## src/rtl/if_fetch_unit_if.sv

```systemverilog
// if_fetch_unit_if
//   Groups the fetch stage's handshake signals: redirect input, the
//   instruction-memory request/response channel and the IF->ID valid/ready
//   channel.
//   master : the fetch unit (drives imem request and the IF output)
//   slave  : the environment (memory, ID stage, redirect source)
interface if_fetch_unit_if;
  logic        redirect;
  logic [31:0] redirect_pc;
  logic        imem_req_valid;
  logic        imem_req_ready;
  logic [31:0] imem_req_addr;
  logic        imem_rsp_valid;
  logic [31:0] imem_rsp_data;
  logic        if_valid;
  logic        id_ready;
  logic [31:0] pc_if;
  logic [31:0] inst_if;

  modport master (
    input  redirect, redirect_pc, imem_req_ready, imem_rsp_valid, imem_rsp_data, id_ready,
    output imem_req_valid, imem_req_addr, if_valid, pc_if, inst_if
  );

  modport slave (
    output redirect, redirect_pc, imem_req_ready, imem_rsp_valid, imem_rsp_data, id_ready,
    input  imem_req_valid, imem_req_addr, if_valid, pc_if, inst_if
  );
endinterface

```

## src/rtl/if_fetch_unit.sv

```systemverilog
// if_fetch_unit
//   Instruction-fetch stage. Issues one outstanding request at a time to
//   instruction memory, buffers the returned instruction and offers it to ID
//   over a valid/ready handshake. Redirects restart fetch at a new PC and
//   drop any response that is still in flight.
// Ports
//   clk, rst       : clock, asynchronous active-high reset
//   bus (master)   : redirect/redirect_pc, imem_req_*, imem_rsp_*,
//                    if_valid/id_ready, pc_if/inst_if
// Optional feature (macro IF_PERF_CNT_EN)
//   perf_fetch_cnt : IF->ID transfers
//   perf_stall_cnt : cycles with if_valid && !id_ready
module if_fetch_unit #(
  parameter logic [31:0] RESET_PC = 32'h8000_0000,
  parameter logic [31:0] PC_STEP  = 32'd4
) (
  input  logic              clk,
  input  logic              rst,
  if_fetch_unit_if.master   bus
`ifdef IF_PERF_CNT_EN
  ,
  output logic [31:0]       perf_fetch_cnt,
  output logic [31:0]       perf_stall_cnt
`endif
);

  typedef enum logic [1:0] {S_IDLE, S_REQ, S_WAIT} state_e;

  state_e      state_q, state_d;
  logic [31:0] fetch_pc_q, fetch_pc_d;
  logic        out_valid_q, out_valid_d;
  logic        discard_q, discard_d;
  logic [31:0] pc_if_q, pc_if_d;
  logic [31:0] inst_if_q, inst_if_d;

  logic req_valid, req_fire, xfer;

  // Only issue when the output buffer is empty or draining this cycle, so a
  // response always finds room. Redirect masks the request so a stale
  // address is never accepted.
  assign req_valid = (state_q == S_REQ) && !bus.redirect && (!out_valid_q || bus.id_ready);
  assign req_fire  = req_valid && bus.imem_req_ready;
  assign xfer      = out_valid_q && bus.id_ready;

  assign bus.imem_req_valid = req_valid;
  assign bus.imem_req_addr  = fetch_pc_q;
  assign bus.if_valid       = out_valid_q;
  assign bus.pc_if          = pc_if_q;
  assign bus.inst_if        = inst_if_q;

  always_comb begin
    state_d     = state_q;
    fetch_pc_d  = fetch_pc_q;
    out_valid_d = out_valid_q;
    discard_d   = discard_q;
    pc_if_d     = pc_if_q;
    inst_if_d   = inst_if_q;

    if (xfer) out_valid_d = 1'b0;

    if (bus.redirect) begin
      fetch_pc_d  = bus.redirect_pc;
      out_valid_d = 1'b0;
      if (state_q == S_WAIT && !bus.imem_rsp_valid) begin
        // Response still in flight: remember to drop it. A repeated redirect
        // lands here too and keeps discard set.
        discard_d = 1'b1;
      end else begin
        // Response (if any) arriving now is simply not loaded.
        discard_d = 1'b0;
        state_d   = S_REQ;
      end
    end else begin
      case (state_q)
        S_IDLE: state_d = S_REQ;
        S_REQ:  if (req_fire) state_d = S_WAIT;
        S_WAIT: begin
          if (bus.imem_rsp_valid) begin
            if (discard_q) begin
              discard_d = 1'b0;
            end else begin
              inst_if_d   = bus.imem_rsp_data;
              pc_if_d     = fetch_pc_q;
              out_valid_d = 1'b1;
              fetch_pc_d  = fetch_pc_q + PC_STEP;
            end
            state_d = S_REQ;
          end
        end
        default: state_d = S_IDLE;
      endcase
    end
  end

`ifdef IF_PERF_CNT_EN
  logic [31:0] perf_fetch_q, perf_fetch_d;
  logic [31:0] perf_stall_q, perf_stall_d;

  always_comb begin
    perf_fetch_d = perf_fetch_q + {31'd0, xfer};
    perf_stall_d = perf_stall_q + {31'd0, out_valid_q && !bus.id_ready};
  end

  assign perf_fetch_cnt = perf_fetch_q;
  assign perf_stall_cnt = perf_stall_q;
`endif

  always_ff @(posedge clk or posedge rst) begin
    if (rst) begin
      state_q     <= S_IDLE;
      fetch_pc_q  <= RESET_PC;
      out_valid_q <= 1'b0;
      discard_q   <= 1'b0;
      pc_if_q     <= RESET_PC;
      inst_if_q   <= 32'd0;
`ifdef IF_PERF_CNT_EN
      perf_fetch_q <= 32'd0;
      perf_stall_q <= 32'd0;
`endif
    end else begin
      state_q     <= state_d;
      fetch_pc_q  <= fetch_pc_d;
      out_valid_q <= out_valid_d;
      discard_q   <= discard_d;
      pc_if_q     <= pc_if_d;
      inst_if_q   <= inst_if_d;
`ifdef IF_PERF_CNT_EN
      perf_fetch_q <= perf_fetch_d;
      perf_stall_q <= perf_stall_d;
`endif
    end
  end

endmodule

```

## src/flat_wrapper.sv

```systemverilog
// flat-port wrapper written by rule: the top's interface ports become plain ports
module if_fetch_unit_flat 
#(
  parameter logic [31:0] RESET_PC = 32'h8000_0000,
  parameter logic [31:0] PC_STEP  = 32'd4
)
  (clk, rst, bus_redirect, bus_redirect_pc, bus_imem_req_ready, bus_imem_rsp_valid, bus_imem_rsp_data, bus_id_ready, bus_imem_req_valid, bus_imem_req_addr, bus_if_valid, bus_pc_if, bus_inst_if);
  if_fetch_unit_if bus_i ();
  input  logic clk;
  input  logic rst;
  input wire logic [$bits(bus_i.redirect)-1:0] bus_redirect;
  input wire logic [$bits(bus_i.redirect_pc)-1:0] bus_redirect_pc;
  input wire logic [$bits(bus_i.imem_req_ready)-1:0] bus_imem_req_ready;
  input wire logic [$bits(bus_i.imem_rsp_valid)-1:0] bus_imem_rsp_valid;
  input wire logic [$bits(bus_i.imem_rsp_data)-1:0] bus_imem_rsp_data;
  input wire logic [$bits(bus_i.id_ready)-1:0] bus_id_ready;
  output wire logic [$bits(bus_i.imem_req_valid)-1:0] bus_imem_req_valid;
  output wire logic [$bits(bus_i.imem_req_addr)-1:0] bus_imem_req_addr;
  output wire logic [$bits(bus_i.if_valid)-1:0] bus_if_valid;
  output wire logic [$bits(bus_i.pc_if)-1:0] bus_pc_if;
  output wire logic [$bits(bus_i.inst_if)-1:0] bus_inst_if;
  assign bus_i.redirect = bus_redirect;
  assign bus_i.redirect_pc = bus_redirect_pc;
  assign bus_i.imem_req_ready = bus_imem_req_ready;
  assign bus_i.imem_rsp_valid = bus_imem_rsp_valid;
  assign bus_i.imem_rsp_data = bus_imem_rsp_data;
  assign bus_i.id_ready = bus_id_ready;
  assign bus_imem_req_valid = bus_i.imem_req_valid;
  assign bus_imem_req_addr = bus_i.imem_req_addr;
  assign bus_if_valid = bus_i.if_valid;
  assign bus_pc_if = bus_i.pc_if;
  assign bus_inst_if = bus_i.inst_if;
  if_fetch_unit #(.RESET_PC(RESET_PC), .PC_STEP(PC_STEP)) u_core (.clk(clk), .rst(rst), .bus(bus_i));
endmodule
```

## config.mk

```make
export PLATFORM = sky130hd
export DESIGN_NAME = if_fetch_unit_flat
export DESIGN_NICKNAME = d
export VERILOG_FILES = /design/src/rtl/if_fetch_unit_if.sv /design/src/rtl/if_fetch_unit.sv /design/src/flat_wrapper.sv
export SDC_FILE = /design/constraint.sdc
export NUM_CORES = 1
export LEC_CHECK = 0
export BUFFER_PORTS_ARGS = -buffer_cell sky130_fd_sc_hd__buf_4
export CAP_MARGIN = 20
export CORE_ASPECT_RATIO = 2
export CORE_MARGIN = 4
export CORE_UTILIZATION = 44
export CTS_CLUSTER_SIZE = 10
export DETAILED_ROUTE_END_ITERATION = 8
export GPL_ROUTABILITY_DRIVEN = 0
export PLACE_DENSITY = 0.73
export SKIP_LAST_GASP = 1
export SYNTH_ARGS = -nofsm -noshare
export SYNTH_HDL_FRONTEND = slang
export SYNTH_SLANG_ARGS = --single-unit
```

## constraint.sdc

```tcl
create_clock -name clk -period 3.6 [get_ports clk]
set_input_delay 0.18 -clock clk [delete_from_list [all_inputs] [get_ports clk]]
set_output_delay 0.18 -clock clk [all_outputs]
set_load 0.1 [all_outputs]
```

==> results of run 1 <==
-- layer usage --
metal,routed length (microns),track usage,up-vias,part of all wire
met4,259,0.0775,0,0.023
met1,3990,0.212,1769,0.35
met2,6540,0.371,124,0.57
met5,0,0,-,0
li1,-,-,1666,-
met3,652,0.0464,19,0.057
-- critical path: stages, from the launching register on --
cell and delay (ns):
dfrtp_1 0.41, and4bb_2 0.51, nand4_1 0.47, or4_1 0.65, a31oi_1 0.18
-- state kept, by name (all words and copies together), names as in the netlist --
register                  cells
u_core.discard_q              1
u_core.state_q                2
u_core.bus.inst_if           32
u_core.bus.if_valid           1
u_core.bus.pc_if             32
u_core.bus.imem_req_addr     32
-- per-stage QoR --
step                      utilization  total power, mW
after detailed placement        0.592             3.40
after CTS                       0.623             4.38
after floorplan                     -             2.95
after global placement          0.592             3.38
after global routing            0.623             4.50
final                           0.623             4.34
-- power by group through the flow --
stage          Sequential (mW)  Combinational [mW]  Clock, mW
2_1_floorplan             2.72               0.231          0
3_3_place_gp              1.45                1.93          0
3_5_place_dp              1.46                1.94          0
4_1_cts                   1.44                1.94      0.998
5_1_grt                   1.47                1.98       1.05
6_report                  1.44                1.93      0.977
-- cell families (layout without fill, tap and decap cells) --
| logic type | after synthesis | after routing | share of synthesized area |
|---|---|---|---|
| flops | 100 | 100 | 0.566 |
| buf+inv | 22 | 191 | 0.0266 |
| compound gates | 51 | 51 | 0.0739 |
| simple gates | 110 | 110 | 0.136 |
| fa+ha+maj | 1 | 1 | 0.00283 |
| xor+xnor | 11 | 11 | 0.0218 |
| mux | 68 | 68 | 0.173 |
-- cell type report --
cell class | count | area share
sequential | 100 | 0.412
clock inverter | 5 | 0.0101
tap | 132 | 0.0272
multi-input combinational | 241 | 0.297
clock buffer | 11 | 0.0399
timing repair buffer | 171 | 0.211
inverter | 4 | 0.00288
-- how the worst max path moves through the flow --
stage	start	slack [ns]	endpoint	cells after the start
after floorplan	u_core.bus.imem_req_addr[2]	0.77	u_core.bus.imem_req_addr[20]	6
after global placement	u_core.state_q[0]	1.40	u_core.bus.imem_req_addr[23]	4
after detailed placement	u_core.state_q[0]	1.31	u_core.bus.imem_req_addr[21]	4
after CTS	u_core.state_q[0]	1.29	u_core.bus.imem_req_addr[21]	4
after global routing	u_core.state_q[0]	1.09	u_core.bus.imem_req_addr[23]	4
final	u_core.state_q[0]	1.29	u_core.bus.imem_req_addr[21]	4
-- layout by cell type, fill, tap and decap left out, types with 4 or more instances in the layout --
| master | n |
|---|---|
| buf_4 | 171 |
| dfrtp_1 | 98 |
| mux2_2 | 64 |
| nand2_1 | 29 |
| nor2_1 | 18 |
| o21ai_0 | 15 |
| nand3_1 | 13 |
| a31oi_1 | 13 |
| or4_1 | 11 |
| nand4_1 | 10 |
| o31ai_1 | 10 |
| clkbuf_16 | 9 |
| xnor2_1 | 6 |
| and4_1 | 5 |
| xor2_1 | 5 |
| a21oi_1 | 4 |
| o311ai_0 | 4 |
==> results.json, run 1 <==
{
  "synth_common_cells": "dfrtp_1, mux2_2, nand2_1",
  "place_inst": 648,
  "violations": "negative hold slack",
  "clock_latency_ns": 0.35,
  "multi_input_area_sq_um": 1810,
  "die_h_microns": 150,
  "leakage_nw": 2.88,
  "antenna_cells": 0,
  "worstRegToRegCells": 4,
  "wl_per_cell_microns": 17.2,
  "grt_max_degree": 69,
  "ys.flop_type": "dfrtp_1",
  "fin_skew_ns": 0.00618,
  "syn_area_sq_um": 4420,
  "routed-via-count": 3578,
  "internal_power_mw": 2.27,
  "yosys_warnings": 0,
  "htree_levels": 3,
  "p_comb_frac": 0.444,
  "critPathMaxFanout": 13,
  "antenna_found_initial": 0,
  "final_layout_size_suffix_gt1_frac": 0.492,
  "netlist_instances": 363,
  "whs_ns": -0.00741,
  "rsz0062_at_grt": "no",
  "postCtsHoldBufs": 0,
  "synth_largest_area_cell": "dfrtp_1",
  "final.fill_count": 835,
  "via_per_inst": 5.39,
  "pwr-share-seq": 0.331,
  "vdd_drop_max_mv": 0.424,
  "sw_frac_of_total": 0.477,
  "initial_utilization": 0.453,
  "synth.avg_cell_area_sq_um": 12.2,
  "track_usage": 0.199,
  "fin_nets": 598,
  "seq_area_frac_synth": 0.566,
  "cp-start-kind": "flip-flop",
  "clock-sinks": 100,
  "pre_cts_ws_ns": 1.31,
  "power_density_nw_per_um2": 714,
  "drt_pre_antenna_iters": 6,
  "cts-root-buf": "clkbuf_16",
  "power_frac_clock": 0.225,
  "cp_data_required_time_ns": 3.87,
  "design_area_sq_um": 6080,
  "max_freq_mhz": 434,
  "synthArstFlopShare": 1.00,
  "worstMarginPinSlew_ns": 0.888,
  "synth_seq_cells": 100,
  "synth_top_cells_by_area": "dfrtp_1, mux2_2, nand2_1",
  "synth-edff-count": 0,
  "slew_viol_final": 0,
  "die_x_microns": 78.9,
  "rows": 51,
  "cap_violations": 0,
  "drt_iter0_markers": 140,
  "power_switching_mw": 2.07,
  "ant_nets": 0,
  "gr-total-overflow": 0,
  "fin_ws_ns": 1.29,
  "grt_pass1_vias": 3707,
  "end_kind": "flip-flop",
  "final_cells": 664,
  "fin_tns_setup_ns": 0,
  "finalHoldViolCount": 7,
  "cts_setup_buffers": 0,
  "design.core.area_sq_um": 9760,
  "reg2reg_from": "u_core.state_q[0]",
  "min_period_ns": 2.31,
  "post-route-period-util": 0.640,
  "slew_headroom": 0.408,
  "yosysMostFrequentCell": "dfrtp_1",
  "worst-setup-path-type": "flip-flop to flip-flop",
  "ys_types": 44,
  "clk_pin_slew_worst_paths_ns": 0.07,
  "post_dp_cell_area_sq_um": 5780,
  "numCtsBuffers": 9,
  "clockBufferDepth": 2,
  "cts_tree": "done",
  "dp_hpwl_mm": 8.56,
  "arrival_ns": 2.57,
  "port_buffers": 167,
  "wirelength_mm": 11.4,
  "hp-class": "input pin to asynchronous set/reset pin",
  "dieArea_sq_um": 11800,
  "cts_resized": 0,
  "r2r_end": "u_core.bus.imem_req_addr[21]",
  "grt_pass1_wl_mm": 18.3,
  "setup_viol": 0,
  "reg2reg_setup_slack_ns": 1.29,
  "drc": 0,
  "areaGrowthSynthToFinish_pct": 37.5,
  "synth_top_area_share": 0.555,
  "num_io_pins": 168,
  "status": "finished, violations left",
  "regArea_sq_um": 2500,
  "syn_nets": 434
}
Note: power is estimated with default switching activity, not from simulation.
==> run 2, diff against run 1 <==
--- a/config.mk
+++ b/config.mk
@@ -13,7 +13,7 @@
 export CTS_CLUSTER_SIZE = 10
 export DETAILED_ROUTE_END_ITERATION = 8
 export GPL_ROUTABILITY_DRIVEN = 0
-export PLACE_DENSITY = 0.73
+export PLACE_DENSITY = 0.76
 export SKIP_LAST_GASP = 1
 export SYNTH_ARGS = -nofsm -noshare
 export SYNTH_HDL_FRONTEND = slang
==> constraint.sdc (replaced) <==
create_clock -name clk -period 2 [get_ports clk]
set_input_delay 0.1 -clock clk [delete_from_list [all_inputs] [get_ports clk]]
set_output_delay 0.1 -clock clk [all_outputs]
set_load 0.1 [all_outputs]
==> results.json, run 2 (same netlist as run 1, synthesis figures left out) <==
{
  "status": "finished, final reports clean",
  "rsz0062_at_grt": "no",
  "worstHoldStart": "bus_redirect_pc[25]",
  "final.fill_count": 735,
  "arrival_ns": 2.12,
  "place_inst": 665,
  "power_mw": 7.98,
  "design.core.area_sq_um": 9760,
  "clockBufferDepth": 2,
  "antenna_found_initial": 0,
  "numCtsBuffers": 9,
  "reg2reg_from": "u_core.bus.imem_req_addr[12]",
  "dieArea_sq_um": 11800,
  "worst-setup-path-type": "flip-flop to flip-flop",
  "crit_path_max_incr_delay_ns": 0.58,
  "antenna_cells": 0,
  "drt_pre_antenna_iters": 6,
  "setup_viol": 0,
  "ant_nets": 0,
  "cap_violations": 0,
  "r2r_end": "u_core.bus.imem_req_addr[24]",
  "fin_tns_setup_ns": 0,
  "initial_utilization": 0.453,
  "drc": 0,
  "areaGrowthSynthToFinish_pct": 55.1,
  "port_buffers": 167,
  "crit_top_cell": "o311ai_1",
  "fin_skew_ns": 0.00870,
  "dp_hpwl_mm": 9.09,
  "slew_viol_final": 0,
  "cpLargestDelayFamily": "simple AND/OR/NAND/NOR gates",
  "cts_tree": "done",
  "grt_pass1_vias": 4087,
  "cts-root-buf": "clkbuf_16",
  "grt_max_degree": 41,
  "clock-sinks": 100,
  "clk_pin_slew_worst_paths_ns": 0.07,
  "multi_input_area_sq_um": 1840,
  "worstMarginPinSlew_ns": 0.707,
  "rows": 51,
  "whs_endpoint": "u_core.bus.imem_req_addr[25]",
  "grt_pass1_wl_mm": 20.1,
  "hold_depth": 3,
  "clock_latency_ns": 0.34,
  "layout_commonest_cell": "buf_4",
  "worstRegToRegCells": 5,
  "leakage_nw": 3.17,
  "num_io_pins": 168,
  "track_usage": 0.219,
  "finalHoldViolCount": 0,
  "gr-total-overflow": 0,
  "hp-class": "input pin to flip-flop",
  "wl_per_cell_microns": 17.2,
  "end_kind": "flip-flop",
  "routed-via-count": 3862,
  "path_cells": "nand4_1, or4_4, buf_4, o311ai_1, o311ai_1",
  "die_h_microns": 150,
  "max_freq_mhz": 521,
  "cp-start-kind": "flip-flop",
  "cp_num_buf_inv": 1,
  "fin_nets": 668,
  "drt_iter0_markers": 128,
  "slew_headroom": 0.528,
  "cp_data_required_time_ns": 2.21,
  "die_x_microns": 78.9,
  "htree_levels": 3,
  "via_per_inst": 5.26,
  "post-route-util": 0.703,
  "wirelength_mm": 12.6,
  "layout_common_cells": "buf_4, dfrtp_1, mux2_2",
  "design_area_sq_um": 6860,
  "post-route-period-util": 0.959,
  "reg2reg_setup_slack_ns": 0.08,
  "min_period_ns": 1.92,
  "critPathSlowestCell": "or4_4",
  "post_dp_cell_area_sq_um": 6020,
  "regArea_sq_um": 2540,
  "final_cells": 734,
  "critPathMaxFanout": 9,
  "vdd_drop_max_mv": 0.714,
  "power_density_nw_per_um2": 1160,
  "final_layout_size_suffix_gt1_frac": 0.513
}
## run 2: timing repair
item / in CTS / in global routing
setup endpoints to repair: 0 / 4
buffers inserted: 0 / 0
endpoints found under the hold margin: 68 / 0
hold buffers: 53 / 0
resized for setup: 0 / 1
## run 2: metal layers
| layer | up-vias | wire, microns | global-route usage |
|---|---|---|---|
| li1 | 1816 | - | - |
| met1 | 1906 | 4470 | 0.232 |
| met2 | 123 | 7320 | 0.414 |
| met3 | 17 | 554 | 0.0506 |
| met4 | 0 | 250 | 0.0818 |
| met5 | - | 0 | 0 |
## run 2: area by class of cell
| cell class | instances | area share |
|---|---|---|
| flip-flops and latches | 100 | 0.370 |
| repair buffers | 241 | 0.290 |
| multi-input cells | 241 | 0.268 |
| clock buffers | 11 | 0.0354 |
| well taps | 132 | 0.0241 |
| clock inverters | 5 | 0.00894 |
| inverters | 4 | 0.00274 |
## run 2: power by group
part	internal (mW)	switching, mW	leakage (nW)
Clock	1.01	0.750	0.138
Combinational	0.842	2.80	1.78
Sequential	2.36	0.231	1.25
## run 2: per-stage QoR
stage / setup WS, ns / hold WS, ns
2_1_floorplan: -0.440 / 0.217
3_3_place_gp: 0.0679 / 0.142
3_5_place_dp: 0.0270 / 0.140
4_1_cts: 0.0157 / 0.00307
5_1_grt: 0.00988 / 0.00889
6_report: 0.0817 / 0.0159
## run 2: worst max path at each step
stage	from	endpoint	cells after the start
after detailed placement	u_core.bus.imem_req_addr[3]	u_core.bus.imem_req_addr[26]	6
after floorplan	u_core.bus.imem_req_addr[2]	u_core.bus.imem_req_addr[20]	6
after CTS	u_core.bus.imem_req_addr[3]	u_core.bus.imem_req_addr[26]	6
final	u_core.bus.imem_req_addr[12]	u_core.bus.imem_req_addr[24]	5
after global routing	u_core.bus.imem_req_addr[12]	u_core.bus.imem_req_addr[26]	5
after global placement	u_core.bus.imem_req_addr[3]	u_core.bus.imem_req_addr[20]	5
## run 2: tightest hold or removal path: cells and delay by family
kind	cells	cell delay (ns)
and+or+nand+nor	1	0.08
AOI/OAI and AO/OA	1	0.04
buffers and inverters	1	0.11
==> run 3, diff against run 2 <==
--- a/config.mk
+++ b/config.mk
@@ -13,7 +13,7 @@
 export CTS_CLUSTER_SIZE = 10
 export DETAILED_ROUTE_END_ITERATION = 8
 export GPL_ROUTABILITY_DRIVEN = 0
-export PLACE_DENSITY = 0.76
+export PLACE_DENSITY = 0.79
 export SKIP_LAST_GASP = 1
 export SYNTH_ARGS = -nofsm -noshare
 export SYNTH_HDL_FRONTEND = slang
==> constraint.sdc (replaced) <==
create_clock -name clk -period 2 [get_ports clk]
set_input_delay 0.2 -clock clk [delete_from_list [all_inputs] [get_ports clk]]
set_output_delay 0.2 -clock clk [all_outputs]
set_load 0.1 [all_outputs]
==> results.json, run 3 (same netlist as run 1, synthesis figures left out) <==
{
  "status": "finished, final reports clean",
  "rows": 51,
  "routed-via-count": 3636,
  "power_mw": 7.98,
  "worstMarginPinSlew_ns": 0.695,
  "areaGrowthSynthToFinish_pct": 42.1,
  "htree_levels": 3,
  "wl_per_cell_microns": 17.2,
  "cts-root-buf": "clkbuf_16",
  "drc": 0,
  "gr-total-overflow": 0,
  "clk_pin_slew_worst_paths_ns": 0.07,
  "reg2reg_from": "u_core.bus.imem_req_addr[11]",
  "min_period_ns": 1.92,
  "numCtsBuffers": 9,
  "hp-class": "input pin to asynchronous set/reset pin",
  "post-route-util": 0.643,
  "cap_violations": 0,
  "num_io_pins": 168,
  "grt_pass1_vias": 3716,
  "critPathMaxFanout": 13,
  "critPathLaunch": "u_core.bus.imem_req_addr[11]",
  "drt_iter0_markers": 145,
  "post-route-period-util": 0.962,
  "port_buffers": 167,
  "die_h_microns": 150,
  "dieArea_sq_um": 11800,
  "drt_pre_antenna_iters": 4,
  "via_per_inst": 5.38,
  "setup_viol": 0,
  "antenna_cells": 0,
  "die_x_microns": 78.9,
  "cts_resized": 0,
  "slew_viol_final": 0,
  "final_layout_size_suffix_gt1_frac": 0.557,
  "layout_common_cells": "buf_4, dfrtp_1, mux2_2",
  "end_kind": "flip-flop",
  "antenna_found_initial": 0,
  "slew_headroom": 0.537,
  "rsz0062_at_grt": "yes",
  "ant_nets": 0,
  "initial_utilization": 0.453,
  "fin_skew_ns": 0.0114,
  "grt_pass1_wl_mm": 18.3,
  "wirelength_mm": 11.6,
  "grt_max_degree": 57,
  "postCtsHoldBufs": 0,
  "clockBufferDepth": 2,
  "cp_data_required_time_ns": 2.27,
  "max_freq_mhz": 520,
  "layout_commonest_cell": "buf_4",
  "dp_hpwl_mm": 8.91,
  "design.core.area_sq_um": 9760,
  "clock_latency_ns": 0.35,
  "clock-sinks": 100,
  "cts_setup_buffers": 0,
  "track_usage": 0.198,
  "fin_nets": 610,
  "finalHoldViolCount": 0,
  "cts_tree": "done",
  "leakage_nw": 2.93,
  "cp-start-kind": "flip-flop",
  "vdd_drop_max_mv": 0.812,
  "power_density_nw_per_um2": 1270,
  "arrival_ns": 2.19,
  "worst-setup-path-type": "flip-flop to flip-flop"
}
run 3: cell count changes in the layout (fill, tap and decap cells not counted), sizes merged:
cell | before | now
dlygate4sd3 | 53 | 0
buf | 188 | 183
clkinvlp | 4 | 2
bufinv | 1 | 2
clkinv | 1 | 2
run 3: stage by stage:
| stage | hold slack (ns) | std cells | worst slack (ns) | cell area, sq um | setup TNS, ns |
|---|---|---|---|---|---|
| global route | 0.0626 | 676 | -0.0289 | 6280 | -0.0289 |
| global placement | 0.395 | 660 | 0.0369 | 5950 | 0 |
| detailed placement | 0.414 | 660 | 0.0390 | 5950 | 0 |
| finish | 0.0318 | 676 | 0.0764 | 6280 | 0 |
| CTS | 0.0464 | 676 | 0.0269 | 6280 | 0 |
| floorplan | 0.317 | 363 | -0.440 | 4490 | -2.02 |
run 3: final cells by class:
type	count	area, sq um
Clock inverter	5	85.1
Timing Repair Buffer	183	1400
Inverter	4	18.8
Tap cell	132	165
Sequential cell	100	2540
Multi-Input combinational cell	241	1830
Clock buffer	11	243
Fill cell	780	3480
run 3: path summary, 6_finish.rpt:
| kind | endpoint | slack [ns] | cells past startpoint |
|---|---|---|---|
| min in group clk | u_core.bus.imem_req_addr[2] | 0.06 | 3 |
| worst min-delay path | u_core.bus.inst_if[24] | 0.03 | 3 |
| worst min register to register | u_core.bus.inst_if[10] | 0.51 | 1 |
| worst max register to register | u_core.bus.imem_req_addr[20] | 0.08 | 4 |
| max in group asynchronous | u_core.bus.imem_req_addr[10] | 1.41 | 3 |
| worst max-delay path | u_core.bus.imem_req_addr[20] | 0.08 | 4 |
run 3: report_power, final:
group	total, mW	leakage, nW	switching (mW)	internal (mW)
clock	1.87	0.156	0.733	1.13
combinational	3.53	1.53	2.76	0.763
sequential	2.59	1.25	0.232	2.36
total	7.98	2.93	3.73	4.25
run 3: routing by layer:
| metal | track usage | vias up | share of wire |
|---|---|---|---|
| li1 | - | 1685 | - |
| met1 | 0.219 | 1788 | 0.36 |
| met2 | 0.357 | 133 | 0.56 |
| met3 | 0.0470 | 30 | 0.056 |
| met4 | 0.0843 | 0 | 0.030 |
| met5 | 0 | - | 0 |
run 3: worst max-delay path: stages (launching register included):
cell     delay, ns
dfrtp_2       0.42
nand4_1       0.17
or4_4         0.60
or4_1         0.48
a31oi_1       0.17
